## config.mk

```make
export PLATFORM = sky130hd
export DESIGN_NAME = tx_iq_shaper
export DESIGN_NICKNAME = d
export VERILOG_FILES = /design/src/rtl/tx_iq_shaper.sv
export SDC_FILE = /design/constraint.sdc
export NUM_CORES = 2
export LEC_CHECK = 0
export ABC_AREA = 1
export BUFFER_PORTS_ARGS = -buffer_cell sky130_fd_sc_hd__clkbuf_2
export CORE_MARGIN = 5
export CORE_UTILIZATION = 59
export DETAILED_ROUTE_END_ITERATION = 12
export PLACE_DENSITY = 0.79
export SYNTH_ARGS = -nofsm -noshare
export SYNTH_HDL_FRONTEND = slang
export SYNTH_SLANG_ARGS = --single-unit
export TNS_END_PERCENT = 10
```

## constraint.sdc

```tcl
create_clock -name clock -period 6.2 [get_ports clock]
set_input_delay 0.62 -clock clock [delete_from_list [all_inputs] [get_ports clock]]
set_output_delay 0.62 -clock clock [all_outputs]
set_load 0.03 [all_outputs]
```

## src/rtl/tx_iq_shaper.sv

```systemverilog
// Paced I/Q transmit back end: input FIFO, sample-rate pacing, gain, linear
// keying envelope, and truncation with saturation to DAC width.
module tx_iq_shaper #(
  parameter int unsigned IN_BITS    = 24,
  parameter int unsigned DAC_BITS   = 14,
  parameter int unsigned RATE       = 1280,
  parameter int unsigned FIFO_DEPTH = 8,
  parameter int unsigned RAMP_STEPS = 256
) (
  input  logic                       clock,
  input  logic                       reset,
  input  logic                       tx_enable,
  input  logic [7:0]                 gain,
  input  logic                       in_valid,
  output logic                       in_ready,
  input  logic signed [IN_BITS-1:0]  in_data_I,
  input  logic signed [IN_BITS-1:0]  in_data_Q,
  input  logic                       out_sel,
  output logic                       out_strobe,
  output logic signed [DAC_BITS-1:0] out_data_I,
  output logic signed [DAC_BITS-1:0] out_data_Q,
  output logic signed [DAC_BITS-1:0] dac_data,
  output logic                       clip,
  output logic                       underflow
);
  localparam int unsigned CNT_W  = $clog2(RATE);
  localparam int unsigned PTR_W  = $clog2(FIFO_DEPTH);
  localparam int unsigned FCNT_W = PTR_W + 1;
  localparam int unsigned ENV_W  = $clog2(RAMP_STEPS) + 1;
  localparam int unsigned P1_W   = IN_BITS + 9;
  localparam int unsigned P_W    = P1_W + ENV_W + 1;
  localparam int unsigned SHIFT  = 7 + $clog2(RAMP_STEPS) + IN_BITS - DAC_BITS;

  localparam logic signed [P_W-1:0] Y_MAX    = P_W'((1 << (DAC_BITS - 1)) - 1);
  localparam logic signed [P_W-1:0] Y_MIN    = ~Y_MAX;
  localparam logic [ENV_W-1:0]      ENV_FULL = ENV_W'(RAMP_STEPS);

  typedef enum logic [1:0] {IDLE, RAMP_UP, ON, RAMP_DOWN} state_t;

  state_t                    state, state_nx;
  logic [ENV_W-1:0]          env, env_nx;
  logic [CNT_W-1:0]          rate_cnt;
  logic signed [IN_BITS-1:0] fifo_i [FIFO_DEPTH];
  logic signed [IN_BITS-1:0] fifo_q [FIFO_DEPTH];
  logic [PTR_W-1:0]          wr_ptr, rd_ptr;
  logic [FCNT_W-1:0]         fifo_cnt;
  logic signed [IN_BITS-1:0] sample_i, sample_q;
  logic                      tick_q1, valid_q2;
  logic signed [P1_W-1:0]    prod_i, prod_q;

  logic                      tick_c, wr_c, pop_c, empty_c, clip_c;
  logic signed [8:0]         gain_s_c;
  logic signed [ENV_W:0]     env_s_c;
  logic signed [P_W-1:0]     y_i_c, y_q_c;
  logic signed [DAC_BITS-1:0] sat_i_c, sat_q_c;

  assign tick_c   = (rate_cnt == CNT_W'(RATE - 1));
  assign empty_c  = (fifo_cnt == '0);
  assign in_ready = !reset && (fifo_cnt < FCNT_W'(FIFO_DEPTH));
  assign wr_c     = in_valid && in_ready;
  assign pop_c    = tick_c && !empty_c;

  // Sample-rate pacing
  always_ff @(posedge clock) begin
    if (reset || tick_c) rate_cnt <= '0;
    else                 rate_cnt <= rate_cnt + CNT_W'(1);
  end

  // FIFO storage needs no reset; flushing is done through the pointers
  always_ff @(posedge clock) begin
    if (wr_c) begin
      fifo_i[wr_ptr] <= in_data_I;
      fifo_q[wr_ptr] <= in_data_Q;
    end
  end

  always_ff @(posedge clock) begin
    if (reset) begin
      wr_ptr   <= '0;
      rd_ptr   <= '0;
      fifo_cnt <= '0;
    end else begin
      if (wr_c)  wr_ptr <= wr_ptr + PTR_W'(1);
      if (pop_c) rd_ptr <= rd_ptr + PTR_W'(1);
      case ({wr_c, pop_c})
        2'b10:   fifo_cnt <= fifo_cnt + FCNT_W'(1);
        2'b01:   fifo_cnt <= fifo_cnt - FCNT_W'(1);
        default: fifo_cnt <= fifo_cnt;
      endcase
    end
  end

  // Sample register holds the previous sample when the FIFO runs dry
  always_ff @(posedge clock) begin
    if (reset) begin
      sample_i  <= '0;
      sample_q  <= '0;
      underflow <= 1'b0;
    end else if (tick_c) begin
      if (!empty_c) begin
        sample_i <= fifo_i[rd_ptr];
        sample_q <= fifo_q[rd_ptr];
      end else if (state != IDLE) begin
        underflow <= 1'b1;
      end
    end
  end

  always_ff @(posedge clock) begin
    if (reset) begin
      state <= IDLE;
      env   <= '0;
    end else begin
      state <= state_nx;
      env   <= env_nx;
    end
  end

  // Envelope: direction changes keep the current level so there is no step
  always_comb begin
    state_nx = state;
    env_nx   = env;
    if (tick_c) begin
      case (state)
        IDLE: if (tx_enable) state_nx = RAMP_UP;
        RAMP_UP: begin
          if (!tx_enable) begin
            state_nx = RAMP_DOWN;
          end else if (env >= ENV_FULL - ENV_W'(1)) begin
            env_nx   = ENV_FULL;
            state_nx = ON;
          end else begin
            env_nx = env + ENV_W'(1);
          end
        end
        ON: if (!tx_enable) state_nx = RAMP_DOWN;
        RAMP_DOWN: begin
          if (tx_enable) begin
            state_nx = RAMP_UP;
          end else if (env <= ENV_W'(1)) begin
            env_nx   = '0;
            state_nx = IDLE;
          end else begin
            env_nx = env - ENV_W'(1);
          end
        end
        default: begin
          state_nx = IDLE;
          env_nx   = '0;
        end
      endcase
    end
  end

  assign gain_s_c = $signed({1'b0, gain});

  always_ff @(posedge clock) begin
    if (reset) begin
      tick_q1  <= 1'b0;
      valid_q2 <= 1'b0;
      prod_i   <= '0;
      prod_q   <= '0;
    end else begin
      tick_q1  <= tick_c;
      valid_q2 <= tick_q1;
      if (tick_q1) begin
        prod_i <= P1_W'(sample_i) * P1_W'(gain_s_c);
        prod_q <= P1_W'(sample_q) * P1_W'(gain_s_c);
      end
    end
  end

  function automatic logic signed [DAC_BITS-1:0] sat(input logic signed [P_W-1:0] y);
    if (y > Y_MAX)      return DAC_BITS'(Y_MAX);
    else if (y < Y_MIN) return DAC_BITS'(Y_MIN);
    else                return DAC_BITS'(y);
  endfunction

  // Full-precision envelope product, floor shift, then clamp
  always_comb begin
    env_s_c = $signed({1'b0, env});
    y_i_c   = (P_W'(prod_i) * P_W'(env_s_c)) >>> SHIFT;
    y_q_c   = (P_W'(prod_q) * P_W'(env_s_c)) >>> SHIFT;
    sat_i_c = sat(y_i_c);
    sat_q_c = sat(y_q_c);
    clip_c  = (y_i_c > Y_MAX) || (y_i_c < Y_MIN) || (y_q_c > Y_MAX) || (y_q_c < Y_MIN);
  end

  always_ff @(posedge clock) begin
    if (reset) begin
      out_strobe <= 1'b0;
      clip       <= 1'b0;
      out_data_I <= '0;
      out_data_Q <= '0;
      dac_data   <= '0;
    end else begin
      out_strobe <= valid_q2;
      clip       <= valid_q2 && clip_c;
      if (valid_q2) begin
        out_data_I <= sat_i_c;
        out_data_Q <= sat_q_c;
        dac_data   <= out_sel ? sat_q_c : sat_i_c;
      end
    end
  end

endmodule

```

# Word-level counts from Yosys, hierarchy flattened
# Memories as Yosys holds them, arrays and structs flattened. A register that Yosys moved wholly into a read port is not among the register bits.
# Index checks and enable logic that the tools add are counted.
dict set report word_totals {
  n_memories 2
  reg_bits 145
  wordCells 88
  ram_bits 384
  out_inout_bits 46
  inputBits 61
}
# memory words width read_ports rd_clocked_by_memory_dff write_ports line_no
set memory_table {}
lappend memory_table {fifo_i 8 24 1 1 1 43} ;# logic signed [IN_BITS-1:0] fifo_i [FIFO_DEPTH];
lappend memory_table {fifo_q 8 24 1 1 1 44} ;# logic signed [IN_BITS-1:0] fifo_q [FIFO_DEPTH];
dict set report classes {
  n_lt_le_gt_ge 7
  reduce_logical 19
  n_addsub 7
  n_mux 20
  n_eq_ne 12
  mul 4
  bitwise 1
}
# operator count
set op_table {}
lappend op_table {{33-bit by 10-bit multiplier with 43-bit output} 2}
lappend op_table {{14-bit two-way mux} 5}
lappend op_table {{24-bit by 9-bit multiplier with 33-bit output} 2}
lappend op_table {{18-bit by 14-bit greater-than comparator with 1-bit output (second input constant)} 2}
lappend op_table {{18-bit by 14-bit less-than comparator with 1-bit output (second input constant)} 2}
lappend op_table {{9-bit two-way mux} 4}
lappend op_table {{9-bit case mux with 2 select lines} 1}
lappend op_table {{2-bit two-way mux} 6}
lappend op_table {{11-bit by 1-bit adder with 11-bit output (second input constant)} 1}
lappend op_table {{11-bit equality test (second input constant)} 1}
lappend op_table {{9-bit by 1-bit adder with 9-bit output (second input constant)} 1}
lappend op_table {{9-bit by 8-bit greater-or-equal comparator with 1-bit output (second input constant)} 1}
lappend op_table {{9-bit by 1-bit <= comparator with 1-bit output (second input constant)} 1}
lappend op_table {{9-bit by 1-bit subtractor with 9-bit output (second input constant)} 1}
lappend op_table {{2-bit != test (second input constant)} 4}
lappend op_table {{2-bit case mux with 4 select lines} 1}
lappend op_table {{4-bit case mux with 2 select lines} 1}
lappend op_table {{3-bit by 1-bit adder with 3-bit output (second input constant)} 2}
lappend op_table {{2-bit equality test (second input constant)} 3}
lappend op_table {{3-bit != test (second input constant)} 2}
lappend op_table {{2-bit nonzero test} 3}
lappend op_table {{5-bit AND reduction} 1}
lappend op_table {{4-bit by 1-bit adder with 4-bit output (second input constant)} 1}
lappend op_table {{2-bit by 1-bit equality test with 1-bit output (second input constant)} 2}
lappend op_table {{12 further kinds} 20}

# Longest topological paths before layout
dict set report logic_depth {
  ltp_word 6
  mapped_depth 35
  depth_no_buf 31
}

# Worst setup path before layout
# Ideal clock, no wire load.
dict set report synth_path {
  kind {reg2reg}
  startpoint {reg env[3]}
  endpoint {reg out_data_I[4]}
  arrival_ps 5810
  stages_incl_launch_ff 31
  synth_period_minus_slack_ps 5926
  required_ps 6084
  setup_slack_ps 274
  path_buffers 4
  setup_time_ps 116
  path_cell_list {dfxtp_1 clkbuf_1 clkbuf_1 buf_1 nand2_1 fa_1 inv_1 fa_1 inv_1 fa_1 inv_1 fa_1 inv_1 fa_1 inv_1 ha_1 nand2_1 inv_1 nand2_1 or2_1 nor3_1 nand3_1 nand3_1 nand2_1 nand2_2 inv_1 nand2_4 buf_4 nand3_1 o211ai_1 inv_1}
}
dict set report synth_via {
  elab_chain_cells 4
  word_cells_on_any_way 5
  cone_classes {mul (1); order compare (2); mux (2)}
}
# item line_no
set synth_lines {}
lappend synth_lines {{start: declaration} 41} ;# logic [ENV_W-1:0] env, env_nx;
lappend synth_lines {{start signal: assignment} 115} ;# env <= env_nx;
lappend synth_lines {{33-bit by 10-bit multiplier with 43-bit output (*)} 182} ;# y_i_c = (P_W'(prod_i) * P_W'(env_s_c)) >>> SHIFT;
lappend synth_lines {{18-bit by 14-bit less-than comparator with 1-bit output} 175} ;# else if (y < Y_MIN) return DAC_BITS'(Y_MIN);
lappend synth_lines {{14-bit two-way mux} 175}
lappend synth_lines {{14-bit two-way mux (*)} 174} ;# if (y > Y_MAX) return DAC_BITS'(Y_MAX);
lappend synth_lines {{end signal: assignment} 200} ;# out_data_I <= sat_i_c;
lappend synth_lines {{end: declaration} 20} ;# output logic signed [DAC_BITS-1:0] out_data_I,
# Mark *: on every way between the ends. The rest lies on a longest branch, timed or not.
# A chain may end at the register's enable or synchronous reset.

# Final worst setup path
dict set report layout_path {
  startpoint {reg env[1]}
  endpoint {reg dac_data[6]}
}
dict set report layout_via {
  elab_chain_cells 5
  word_cells_on_any_way 11
  cone_classes {mul (2); order compare (4); mux (5)}
}
# item line_no
set layout_lines {}
lappend layout_lines {{33-bit by 10-bit multiplier with 43-bit output (on tied branches)} {182, 183}}
lappend layout_lines {{18-bit by 14-bit less-than comparator with 1-bit output} 175}
lappend layout_lines {{14-bit two-way mux} 175}
lappend layout_lines {{14-bit two-way mux} 174}
lappend layout_lines {{14-bit two-way mux (*)} 202} ;# dac_data <= out_sel ? sat_q_c : sat_i_c;
lappend layout_lines {{end signal: assignment} 202}
lappend layout_lines {{end: declaration} 22} ;# output logic signed [DAC_BITS-1:0] dac_data,
# Marks and branches as above.

==> metrics.csv <==
metric;value;unit
status;complete, no violations;
cp.required;6.70;ns
nets;8355;
area_delta_synth_final;7.11;%
cts_buffers;59;
worstHoldPathType;in -> reg;
drt_first_iter_violations;3860;
worst_slew_pin_slew;1.11;ns
rrSetupSlack;0.29;ns
regArea;15400;µm²
slew_headroom;25.5;%
hold_viol;0;
vias;46600;
grt_first_pass_wirelength;242;mm
synthArstFlopShare;0;%
fillers;8042;
hpwl;109;mm
cp-start-kind;register;
synth_nets;8420;
cts_sinks;577;
ant_nets;0;
drcViolationCount;0;
clockBufferDepth;3;
grt_start_max_net_pins;90;
wl_per_cell;17.6;µm
wirelength;150;mm
synth_edf_count;384;
cp.arrival;6.41;ns
synthFlopType;edfxtp_1;
finalMaxSlewViolations;0;
irDropWorstVdd;308;µV
multi_input_area;35500;µm²
power;7.95;mW
initial_utilization;59.2;%
via_per_inst;5.46;
ys_types;53;
crit_path_max_fanout;10;
maxCapViolCount;0;
clock.fmax;169;MHz
antenna_found_initial;7;
die_h;326;µm
setup_violations;0;
dr.pass1.iters;12;
gr-total-overflow;0;
cts_tree;built;
num_rows;116;
root_buffer;clkbuf_16;
final_cells;8534;
place.gp.congestion;0.947;
skew;0.0618;ns
clk_pin_slew;0.07;ns
min_delay_path_depth;1;
fin_crit_sh;95.4;%
end_kind;register;
layout-drive-gt1-share;6.68;%
first_global_vias;48600;
ys_warn_count;0;
dieArea;107000;µm²
holdWs;0.207;ns
syn_area_per_cell;8.14;µm²
reg2reg_depth;26;
stdcell_area;63300;µm²
die_w;326;µm
leakagePower;35.3;nW
synthCells;7254;
ys_seq_area_share;26.1;%
htree_levels;2;
power_density;126;nW/µm²
pin_count;107;
synth_area;59100;µm²
track_usage;27.8;%
fp.coreArea;99700;µm²
path_class;reg -> reg;
fin_crit;5.91;ns
insertion_delay;0.69;ns
ys_ff_latch;577;
utilization;63.4;%
dp_cells;8401;
place_area;60700;µm²
port_buffers;106;
## state kept, by name (all words and copies together) (netlist names), 2 cells and up
name        flops
fifo_i        192
out_data_I     14
sample_q       24
rd_ptr          3
prod_q         33
state           2
fifo_q        192
dac_data       14
fifo_cnt        4
wr_ptr          3
rate_cnt       11
out_data_Q     14
prod_i         33
sample_i       24
env             9
## final timing paths
check	start	end
setup / recovery	env[1]	dac_data[6]
hold / removal	in_data_Q[6]	fifo_q[1][6]
setup reg to reg	env[1]	dac_data[6]
hold reg to reg	rate_cnt[0]	rate_cnt[0]
## synthesized netlist by cell type, drive strengths merged, types with 39 or more instances
cell type	n	share of area (%)
clkbuf	263	1.7
nand2	1698	11
o21ai	302	2.6
nand3	176	1.5
a21oi	203	1.7
nor3	39	0.37
fa	781	26
ha	324	6.9
o22ai	99	1.0
edfxtp	384	20
dfxtp	193	6.5
a311oi	48	1.2
nor2	554	3.6
buf	93	0.92
inv	1821	12
o211ai	53	0.67
xor2	57	0.85
## timing repair
action	in CTS	in global routing
setup endpoints to repair	0	40
hold buffers	0	0
setup buffers	0	13
resized for setup	0	64
## area by class of cell
type	count	area share [%]
well taps	1298	2.57
clock inverters	24	0.522
flip-flops and latches	577	24.4
multi-input cells	4496	56.1
diodes	2	0.00791
clock buffers	82	2.53
inverters	1822	10.8
repair buffers	233	3.06
## power by group
group / switching, mW / internal, mW
registers: 0.00887 / 4.13
logic: 0.169 / 0.0457
clock network: 1.57 / 2.03
total: 1.75 / 6.20
## kinds of logic (layout without fill, tap and decap cells)
family / count (synthesis) / after routing / share of synthesized area, %
xor gates and xnor gates: 87 / 87 / 1.29
adders and majority gates: 1105 / 1105 / 33.3
buffers and inverters: 2183 / 2161 / 14.2
AOI/OAI and AO/OA: 787 / 787 / 8.25
and+or+nand+nor: 2515 / 2517 / 16.8
other: 0 / 2 / 0
DFF: 577 / 577 / 26.1
## per-layer routing
layer	GRT usage [%]	wire length [µm]
met5	0	67
met4	9.66	5580
met3	6.01	14600
met2	48.0	71600
met1	35.0	58400
## placed cells by master (no fill, tap or decap), types with 16 or more instances in the layout
cell,synthesis,layout
inv_1,1807,1803
nand2_1,1686,1681
fa_1,781,780
nor2_1,548,527
edfxtp_1,384,384
ha_1,324,320
o21ai_0,292,292
a21oi_1,203,197
nand3_1,176,174
dfxtp_1,193,171
clkbuf_2,0,105
o22ai_1,99,99
buf_4,20,96
clkbuf_16,0,69
xor2_1,57,57
o211ai_1,53,53
a311oi_2,44,44
xnor2_1,30,30
nor3_1,34,30
nand4_1,26,26
o21bai_1,19,19
clkbuf_1,263,19
inv_2,14,16
nand2_2,11,16
buf_12,0,16
## per-stage QoR
step / setup TNS [ns] / setup WS [ns]
after floorplan: 0 / 0.274
after global placement: 0 / 0.385
after detailed placement: 0 / 0.245
after CTS: 0 / 0.148
after global routing: -0.241 / -0.0265
final: 0 / 0.286
## worst max-delay path: stages (launching register included)
cell and delay [ns]:
dfxtp_4 0.38, buf_12 0.18, nand2_2 0.11, fa_1 0.58, inv_1 0.11, fa_1 0.51, inv_1 0.18, fa_1 0.47
fa_1 0.49, inv_1 0.05, fa_1 0.46, ha_2 0.41, nand2_1 0.08, inv_1 0.07, nand3_1 0.08, or2_1 0.27
nor3_2 0.15, nand3_1 0.15, nand3_1 0.10, nand2_1 0.06, nand2_2 0.14, inv_1 0.10, nand2_4 0.14, buf_4 0.14
nand3_1 0.10, nand3_1 0.12, a21oi_2 0.07
Power figures use the tool's default switching activity.
